===== src/rtl/vtiming_pkg.sv =====
// rtl/vtiming_pkg.sv - FSM states and PROM bit map for vtiming_reader
package vtiming_pkg;
  typedef enum logic [1:0] {
    IDLE  = 2'd0,
    WAIT  = 2'd1,
    LATCH = 2'd2
  } vt_state_t;

  localparam int VT_IRQ    = 0;
  localparam int VT_VSYNC  = 1;
  localparam int VT_VBLANK = 2;
  localparam int VT_VRST   = 3;
endpackage


===== src/rtl/vtiming_decode.sv =====
// rtl/vtiming_decode.sv - latches the PROM nibble into vblank/vsync/vrst and owns the sticky irq
module vtiming_decode
  import vtiming_pkg::*;
(
  input  logic       clk,
  input  logic       reset_n,
  input  logic       i_latch_en,
  input  logic [3:0] i_prom_d,
  input  logic       i_irq_ack,
  output logic       o_vblank,
  output logic       o_vsync,
  output logic       o_vrst,
  output logic       o_irq
);
  logic r_vblank;
  logic r_vsync;
  logic r_vrst;
  logic r_d0_q;
  logic r_irq;
  logic w_irq_set;

  // Only a 0->1 transition of d[0] between latched lines raises an interrupt
  assign w_irq_set = i_latch_en & i_prom_d[VT_IRQ] & ~r_d0_q;

  always_ff @(posedge clk or negedge reset_n) begin
    if (!reset_n) begin
      r_vblank <= 1'b1;
      r_vsync  <= 1'b0;
      r_vrst   <= 1'b0;
      r_d0_q   <= 1'b0;
      r_irq    <= 1'b0;
    end else begin
      if (i_latch_en) begin
        r_vblank <= i_prom_d[VT_VBLANK];
        r_vsync  <= i_prom_d[VT_VSYNC];
        r_vrst   <= i_prom_d[VT_VRST];
        r_d0_q   <= i_prom_d[VT_IRQ];
      end
      if (w_irq_set)
        r_irq <= 1'b1;
      else if (i_irq_ack)
        r_irq <= 1'b0;
    end
  end

  assign o_vblank = r_vblank;
  assign o_vsync  = r_vsync;
  assign o_vrst   = r_vrst;
  assign o_irq    = r_irq;
endmodule


===== src/rtl/vtiming_reader.sv =====
// rtl/vtiming_reader.sv - per-scanline PROM read sequencer; VTIMING_ASYNC_PROM_EN selects a combinational PROM (no WAIT)
module vtiming_reader
  import vtiming_pkg::*;
#(
  parameter logic [7:0] RESET_LINE = 8'h00
) (
  input  logic       clk,
  input  logic       reset_n,
  input  logic       line_stb,
  output logic [7:0] prom_a,
  input  logic [3:0] prom_d,
  output logic [7:0] vcount,
  output logic       vblank,
  output logic       vsync,
  output logic       irq,
  input  logic       irq_ack,
  output logic       overrun
);
  vt_state_t  r_state;
  vt_state_t  w_state_nxt;
  logic [7:0] r_line;
  logic       r_pending;
  logic       r_overrun;
  logic       w_load;
  logic       w_latch_en;
  logic       w_busy;
  logic       w_vrst;

  always_comb begin
    w_state_nxt = r_state;
    w_load      = 1'b0;
    w_latch_en  = 1'b0;
    case (r_state)
      IDLE: begin
        if (line_stb || r_pending) begin
          w_load = 1'b1;
`ifdef VTIMING_ASYNC_PROM_EN
          w_state_nxt = LATCH;
`else
          w_state_nxt = WAIT;
`endif
        end
      end
      WAIT: w_state_nxt = LATCH;
      LATCH: begin
        w_latch_en  = 1'b1;
        w_state_nxt = IDLE;
      end
      default: w_state_nxt = IDLE;
    endcase
  end

  assign w_busy = (r_state != IDLE);

  always_ff @(posedge clk or negedge reset_n) begin
    if (!reset_n) begin
      r_state   <= IDLE;
      r_line    <= RESET_LINE;
      r_pending <= 1'b0;
      r_overrun <= 1'b0;
    end else begin
      r_state <= w_state_nxt;
      if (w_load)
        r_line <= w_vrst ? RESET_LINE : r_line + 8'd1;
      if (w_busy) begin
        if (line_stb && !r_pending)
          r_pending <= 1'b1;
      end else if (w_load) begin
        // A fresh strobe arriving while the held one is serviced takes the freed slot
        r_pending <= r_pending & line_stb;
      end
      r_overrun <= w_busy & line_stb & r_pending;
    end
  end

  vtiming_decode u_decode (
    .clk        (clk),
    .reset_n    (reset_n),
    .i_latch_en (w_latch_en),
    .i_prom_d   (prom_d),
    .i_irq_ack  (irq_ack),
    .o_vblank   (vblank),
    .o_vsync    (vsync),
    .o_vrst     (w_vrst),
    .o_irq      (irq)
  );

  assign prom_a  = r_line;
  assign vcount  = r_line;
  assign overrun = r_overrun;
endmodule

===== config.mk =====
export PLATFORM = sky130hd
export DESIGN_NAME = vtiming_reader
export DESIGN_NICKNAME = d
export VERILOG_FILES = /design/src/rtl/vtiming_pkg.sv /design/src/rtl/vtiming_decode.sv /design/src/rtl/vtiming_reader.sv
export SDC_FILE = /design/constraint.sdc
export NUM_CORES = 1
export LEC_CHECK = 0
export ABC_AREA = 1
export BUFFER_PORTS_ARGS = -buffer_cell sky130_fd_sc_hd__buf_2
export CAP_MARGIN = 10
export CORE_MARGIN = 3
export CORE_UTILIZATION = 25
export DETAILED_ROUTE_END_ITERATION = 8
export HOLD_SLACK_MARGIN = 0.15
export PLACE_DENSITY = 0.49
export REMOVE_ABC_BUFFERS = 1
export SYNTH_ARGS = -nofsm -noshare
export SYNTH_HDL_FRONTEND = slang
export SYNTH_SLANG_ARGS = --single-unit

===== constraint.sdc =====
create_clock -name clk -period 1.6 [get_ports clk]
set_clock_uncertainty 0.05 [all_clocks]
set_input_delay 0.24 -clock clk [delete_from_list [all_inputs] [get_ports clk]]
set_output_delay 0.24 -clock clk [all_outputs]
set_load 0.01 [all_outputs]

---- Word-level counts from Yosys, hierarchy flattened ----
Cells that the tools add are included.
word-level totals
  flip-flop bits (word level) ............. 17
  input port bits ......................... 8
operators by class
  mux-type cells .......................... 11
  reductions and logical operators ........ 8
  eq/ne operators ......................... 4
  bitwise gates (word level) .............. 6
  add/sub/neg operators ................... 1
operators by type and width
  operator             count
  $add 8x1->8 const B  1
  $mux 1               8
  $mux 8               1
  $reduce_bool 2->1    3
  $and 1x1->1          5
  $pmux 2 s2           1
  $eq 2x1->1 const B   1
  $eq 2x2->1 const B   1
  $logic_not 2->1      1
  $mux 2               1
  $ne 2x1->1 const B   1
  $ne 2x2->1 const B   1
  $reduce_and 2->1     1
  $logic_and 1x1->1    1
  $logic_not 1->1      1
  $logic_or 1x1->1     1
  $not 1->1            1

---- Logic depth before layout (Yosys ltp) ----
Gate-level depths: netlist of run 1.
  word-level depth ........................ 5
  mapped depth ............................ 8
  gate-level depth less buffers ........... 8

---- Hierarchy ----
Synthesis of run 1 repeated with hierarchy kept, for this count alone.
unflattened totals
  cells, all modules ...................... 108
  area, all modules ....................... 914.6 µm²
by module, submodules not included
  module          area each (µm²)  cells an instance  seq. area each (µm²)  instances
  vtiming_reader  710.7            86                 300.3                 1
  vtiming_decode  203.9            22                 126.4                 1

---- Worst setup path before layout of run 1 ----
OpenSTA, ideal clock, no wires.
  path type ............................... reg2reg
  start point ............................. register r_line[1], in the netlist prom_a[1]
  end point ............................... register r_line[4], in the netlist prom_a[4]
  arrival time ............................ 1.013 ns
  path buffers ............................ 0
  clock period less this slack ............ 1.182 ns
  slack ................................... 0.418 ns
  stages on the path, launching flop included .. 7
  required time ........................... 1.431 ns
  library setup time ...................... 0.119 ns
  path through ............................ dfrtp_1 -> ha_1 -> inv_1 -> nor2_1 -> nand3_1 -> nand2_1 -> nor2_1
between the ends
  longest elaborated chain between the ends .. 2
ends and longest elaborated chain
  what                    line                  RTL
  start, declared         vtiming_reader.sv:21  logic [7:0] r_line;
  start signal, assigned  vtiming_reader.sv:64  r_line <= w_vrst ? RESET_LINE : r_line + 8'd1;
  $add 8x1->8             vtiming_reader.sv:64
  $mux 8                  vtiming_reader.sv:64
Every way passes these cells.
A chain may end at the register's enable or synchronous reset.

---- Worst setup path in the final report of run 1 ----
  start point ............................. input line_stb
  end point ............................... register r_line[3], in the netlist prom_a[3]
between the ends
  longest elaborated chain between the ends .. 3
ends and longest elaborated chain
  what              line                  RTL
  start, declared   vtiming_reader.sv:9   input logic line_stb,
  $logic_or 1x1->1  vtiming_reader.sv:35  if (line_stb || r_pending) begin
  $mux 1            vtiming_reader.sv:35
  $mux 1            vtiming_reader.sv:33  case (r_state)
Every way passes these cells.

==> reports/results.ini, run 1 <==
[cells_and_area]
syn2layout_area_growth_pct=25.86
final_util=0.3441
final_cell_mix=nand2_1, buf_2, inv_1, dfrtp_1, nor2_1
antennaDiodeCount=0
drive_gt1_frac=0.2815
fin_nets=145
fill_cells=353
final_common_cell=nand2_1

[clock_network]
clk_latency_ns=0.29
cts_setup_buffers=0
path_clk_slew_ns=0.10
h-tree-depth=1
cts.sinks=17
cts.repair.resized=0
cts_tree=built
cts_root_buf=clkbuf_4
cts_buffers=3
clk_path_buf_depth=2

[routing]
antenna_left=0
routedWlPerCell_um=10.14
viasPerCell=4.101
dr_total_vias=734
drtPass1Iterations=4
first_iter_violations=55
routed_wl_um=1815
drc=0

[timing]
period_share=0.8593
hold_viol=0
tns_ns=0
final-max-slew-violation-count=0
rsz0062_at_grt=no
min_period_ns=1.375
worst_slew_pin_slew_ns=0.4088
max_freq_mhz=727.4
slew_headroom=0.7275
report.final.setup_viol=0

[die]
ios=28
rows=20
die_w_um=65.19
coreArea_um2=3203
dieHeight_um=65.19
fp.dieArea_um2=4250
start_util=0.2734

[grt]
grt_max_degree=18
antenna_found_initial=0
first_global_vias=671
track_usage=0.09514
grt_first_pass_wirelength_um=3063
overflow=0

[power_and_ir_drop]
leakage_nw=0.6077
netSwitchingFraction=0.4235
share_seq_of_total_power=0.440
power_density_nw_per_um2=1483
p_clk_frac=0.142
switchingPower_uw=692.3
p_int_uw=942.6
comb_power_share=0.418
peakVddDrop_mv=0.5066

[setup_path]
endpoint_kind=register
arrival_ns=1.54
crit_fanout=8
cp-start-kind=primary input
critPathRequiredTime_ns=1.77
worstSetupPathType=primary input to register

[logic_synthesis]
yosysUniqueCellTypes=20
synth.area.mux_share=0
synth_area_leaders=dfrtp_1, nand2_1, buf_4, inv_1, nor2_1
synth_compound_area_frac=0.05857
synth-async-reset-ratio=1.000
synth_cells=105
yosysSeqAreaShare=0.4871
avgSynthCellArea_um2=8.341
syn_area_um2=875.8
synthSimpleGateAreaFrac=0.2929
synth_top_area_frac=0.4571
yosys_register_bits=17
synth_top_family_by_area=simple AND/OR/NAND/NOR gates
synthAdderAreaFrac=0.01429
yosys_warnings=0
synth_xor_area_frac=0.01000
synthFlopType=dfrtp_1
yosys.area.top_type=dfrtp_1
synth_enable_flop_cells=0

[place]
place_hpwl_um=1384
place_congestion=0.7362
portBuffers=27

[job]
cap_viol_max_count=0

[status]
status=finished, final reports clean

[hold_path]
hp-class=primary input to asynchronous set/reset pin

==> logic make-up (layout without fill, tap and decap cells) <==
group	count (synthesis)	in the layout
AND/OR/NAND/NOR	53	53
AO/OA/AOI/OAI	9	9
adder cells (fa/ha/maj)	1	1
flip-flops	17	17
XOR/XNOR	1	1
buffers and inverters	24	54
==> area by class of cell <==
class	instances	area (um^2)	share of cell area
Sequential cell	17	426.7	0.3871
Multi-Input combinational cell	64	329.1	0.2985
Timing Repair Buffer	34	205.2	0.1862
Inverter	16	60.06	0.05448
Tap cell	44	55.05	0.04994
Clock buffer	4	26.28	0.02384
==> registers in the layout, indices dropped and copies added, names as in the netlist <==
| register | count |
|---|---|
| overrun | 1 |
| prom_a | 8 |
| r_pending | 1 |
| r_state | 2 |
| u_decode.o_irq | 1 |
| u_decode.o_vblank | 1 |
| u_decode.o_vrst | 1 |
| u_decode.o_vsync | 1 |
| u_decode.r_d0_q | 1 |
==> worst paths after layout <==
check	startpoint	endpoint	slack [ns]	cells past startpoint
hold / removal	reset_n	prom_a[7]$_DFFE_PN0P_	0.35	2
hold reg to reg	u_decode.o_vblank$_DFFE_PN1N_	u_decode.o_vblank$_DFFE_PN1N_	0.43	2
setup / recovery	line_stb	prom_a[3]$_DFFE_PN0P_	0.23	6
min in group clk	u_decode.o_vblank$_DFFE_PN1N_	u_decode.o_vblank$_DFFE_PN1N_	0.43	2
setup reg to reg	prom_a[0]$_DFFE_PN0P_	prom_a[4]$_DFFE_PN0P_	0.35	6
max in group asynchronous	reset_n	u_decode.o_vblank$_DFFE_PN1N_	0.83	2
==> timing repair <==
| item | CTS | global route |
|---|---|---|
| endpoints found under the setup margin | 0 | 0 |
| hold endpoints to repair | 23 | 0 |
| hold buffers | 7 | 0 |
==> critical path, stage by stage <==
cell           delay, ns
dlygate4sd3_1       0.53
buf_2               0.13
nor2_1              0.22
nor2_4              0.10
nand2_1             0.13
a21boi_1            0.19
==> metrics by stage <==
| stage | std cells | setup WS [ns] | hold slack (ns) | power (mW) | instance area (um^2) |
|---|---|---|---|---|---|
| after floorplan | 97 | 0.3515 | -0.1056 | 1.159 | 815.8 |
| after global placement | 168 | 0.3718 | 0.1455 | 1.394 | 1006 |
| after detailed placement | 168 | 0.3634 | 0.1510 | 1.417 | 1006 |
| after CTS | 179 | 0.2179 | 0.3615 | 1.671 | 1102 |
| after global routing | 179 | 0.1375 | 0.3767 | 1.802 | 1102 |
| final | 179 | 0.2252 | 0.3518 | 1.635 | 1102 |
==> power groups by stage <==
stage	Clock, mW	Sequential (mW)	Combinational (mW)
2_1_floorplan	0	0.777	0.382
3_3_place_gp	0	0.723	0.671
3_5_place_dp	0	0.730	0.687
4_1_cts	0.248	0.724	0.699
5_1_grt	0.265	0.751	0.786
6_report	0.232	0.720	0.683
==> synthesized netlist by cell type, types with 2 or more instances <==
master / count
nand2_1: 31
dfrtp_1: 16
inv_1: 16
nor2_1: 10
buf_4: 8
o21ai_0: 5
nand3_1: 4
nand3_2: 2
nor2_4: 2
==> layer usage <==
| metal | wire (um) | up-vias | GRT usage |
|---|---|---|---|
| met5 | 0 | - | 0 |
| met4 | 21 | 0 | 0.03109 |
| met3 | 102 | 2 | 0.03590 |
| met2 | 870 | 22 | 0.1580 |
| met1 | 821 | 335 | 0.1126 |
| li1 | - | 375 | - |
No activity file was read; power rests on OpenSTA's default activity.
==> run 2: changes to the inputs <==
ABC_AREA = 0   (was 1)
==> run 2 against run 1 <==
  * Register-to-register slack lost 0.26 ns
  * Critical path type is now register to register
  * Synthesized cell count decreased by 21%
  * Sequential power is 6.7% higher
==> reports/results.ini, run 2 <==
[status]
status=finished, final reports clean

[power_and_ir_drop]
netSwitchingFraction=0.3940
comb_power_share=0.467
share_seq_of_total_power=0.412
power_density_nw_per_um2=1722
p_clk_frac=0.120
power.total_mw=1.862
switchingPower_uw=733.7
leakage_nw=0.5045
peakVddDrop_mv=0.3540
p_int_mw=1.128

[setup_path]
endpoint_kind=register
arrival_ns=1.65
r2r_end=prom_a[7]$_DFFE_PN0P_
worstSetupPathType=register to register
cp-start-kind=register
reg2reg_depth=3
crit_fanout=5
regToRegSetupSlack_ns=0.09
critPathRequiredTime_ns=1.74
r2r_start=r_state[0]$_DFFE_PN0P_
startpoint=r_state[0]$_DFFE_PN0P_

[routing]
drc=0
routedWlPerCell_um=11.56
first_iter_violations=37
antenna_left=0
routed_wl_um=1826
drtPass1Iterations=4
viasPerCell=4.437
dr_total_vias=701

[clock_network]
cts.sinks=17
cts_setup_buffers=0
clk_latency_ns=0.28
cts_tree=built
path_clk_slew_ns=0.09
cts_root_buf=clkbuf_4
cts_buffers=3
h-tree-depth=1
clk_path_buf_depth=2

[cells_and_area]
largest_reg_flops=8
final_cell_mix=buf_2, dfrtp_1, o21ai_0
fin_cells=158
final_util=0.3456
syn2layout_area_growth_pct=29.73
design_area_um2=1081
fill_cells=329
fin_nets=124
final_common_cell=buf_2
regArea_um2=426.7
antennaDiodeCount=0
multi_input_area_um2=324.1
drive_gt1_frac=0.3772

[hold_path]
holdPathStages=3
min_from=line_stb
hp-class=primary input to register
min_to=overrun$_DFF_PN0_

[job]
cap_viol_max_count=0

[timing]
min_period_ns=1.514
max_freq_mhz=660.3
rsz0062_at_grt=no
period_share=0.9466
slew_headroom=0.7386
holdWs_ns=0.1680
layout_setup_ws_ns=0.08551
worst_slew_pin_slew_ns=0.3921
tns_ns=0
report.final.setup_viol=0
hold_viol=0
final-max-slew-violation-count=0

[logic_synthesis]
yosys.area.top_type=dfrtp_1
yosysSeqAreaShare=0.5120
synth_area_leaders=dfrtp_1, buf_4, o21ai_0, o31ai_1, mux2_2
yosys_warnings=0
syn_area_um2=833.3
synth-async-reset-ratio=1.000
synthFlopType=dfrtp_1
synth.most_common_cell=dfrtp_1
yosys_register_bits=17
avgSynthCellArea_um2=10.04
synth_enable_flop_cells=0
yosysUniqueCellTypes=26
synth_top_area_frac=0.4805
synth_cells=83
synth_common_cells=dfrtp_1, o21ai_0, buf_4

[place]
place_hpwl_um=1311
placed_area_um2=999.7
place_congestion=0.6931
pre_cts_ws_ns=0.04813
portBuffers=27
dp.cells=149

[die]
dieHeight_um=63.74
start_util=0.2664
coreArea_um2=3128
die_w_um=63.74
ios=28
fp.dieArea_um2=4062
rows=20

[grt]
grt_max_degree=18
grt_first_pass_wirelength_um=3125
antenna_found_initial=0
overflow=0
first_global_vias=669
track_usage=0.09628

-- run 2: cell types whose count changed in the layout (fill, tap and decap cells not counted), moves of 3 or more --
cell	change
mux2_2	+3
nor2_1	-5
nor2b_1	+4
buf_4	+7
nand2_1	-27
o21ai_0	+6
inv_1	-13
o31ai_1	+4
-- run 2: layout make-up --
type | instances | share of cell area
flip-flops and latches | 17 | 0.3947
inverters | 3 | 0.01042
repair buffers | 39 | 0.2199
clock buffers | 4 | 0.02431
well taps | 44 | 0.05093
multi-input cells | 51 | 0.2998
-- run 2: worst max path at each step --
stage / depth (start not counted) / slack (ns) / to
after floorplan: 3 / 0.05 / prom_a[5]$_DFFE_PN0P_
after CTS: 3 / 0.02 / prom_a[5]$_DFFE_PN0P_
after global placement: 3 / 0.07 / prom_a[5]$_DFFE_PN0P_
final: 3 / 0.09 / prom_a[7]$_DFFE_PN0P_
after global routing: 3 / 0.01 / prom_a[7]$_DFFE_PN0P_
after detailed placement: 3 / 0.05 / prom_a[5]$_DFFE_PN0P_
-- run 2: logic make-up (layout without fill, tap and decap cells) --
family / after synthesis / count (layout) / synth area share
buf+inv: 15 / 46 / 0.1051
simple gates: 23 / 23 / 0.1441
compound gates: 24 / 24 / 0.1832
fa+ha+maj: 1 / 1 / 0.01501
flops: 17 / 17 / 0.5120
mux: 3 / 3 / 0.04054
-- run 2: metal layers --
layer  part of all wire  global-route usage  vias to the layer above
li1                   -                   -                      350
met1               0.46              0.1164                      333
met2               0.49              0.1617                       16
met3              0.039             0.01933                        2
met4              0.012             0.04852                        0
met5                  0                   0                        -
-- run 2: worst max-delay path, cell delays in order (launching register included) --
cell and delay [ns]:
dfrtp_1 0.40, or2_1 0.27, or4_1 0.47, o311ai_1 0.23
-- run 2: power groups by stage --
stage | logic [mW] | registers [mW] | clock network (mW)
floorplan | 0.364 | 0.864 | 0
global placement | 0.857 | 0.764 | 0
detailed placement | 0.860 | 0.775 | 0
CTS | 0.874 | 0.767 | 0.240
global route | 0.963 | 0.793 | 0.261
finish | 0.870 | 0.768 | 0.224
-- run 2: repair_timing --
action | 4_1_cts | 5_1_grt
setup endpoints to repair | 0 | 2
resized for setup | 0 | 1
endpoints found under the hold margin | 21 | 0
hold buffers | 5 | 0
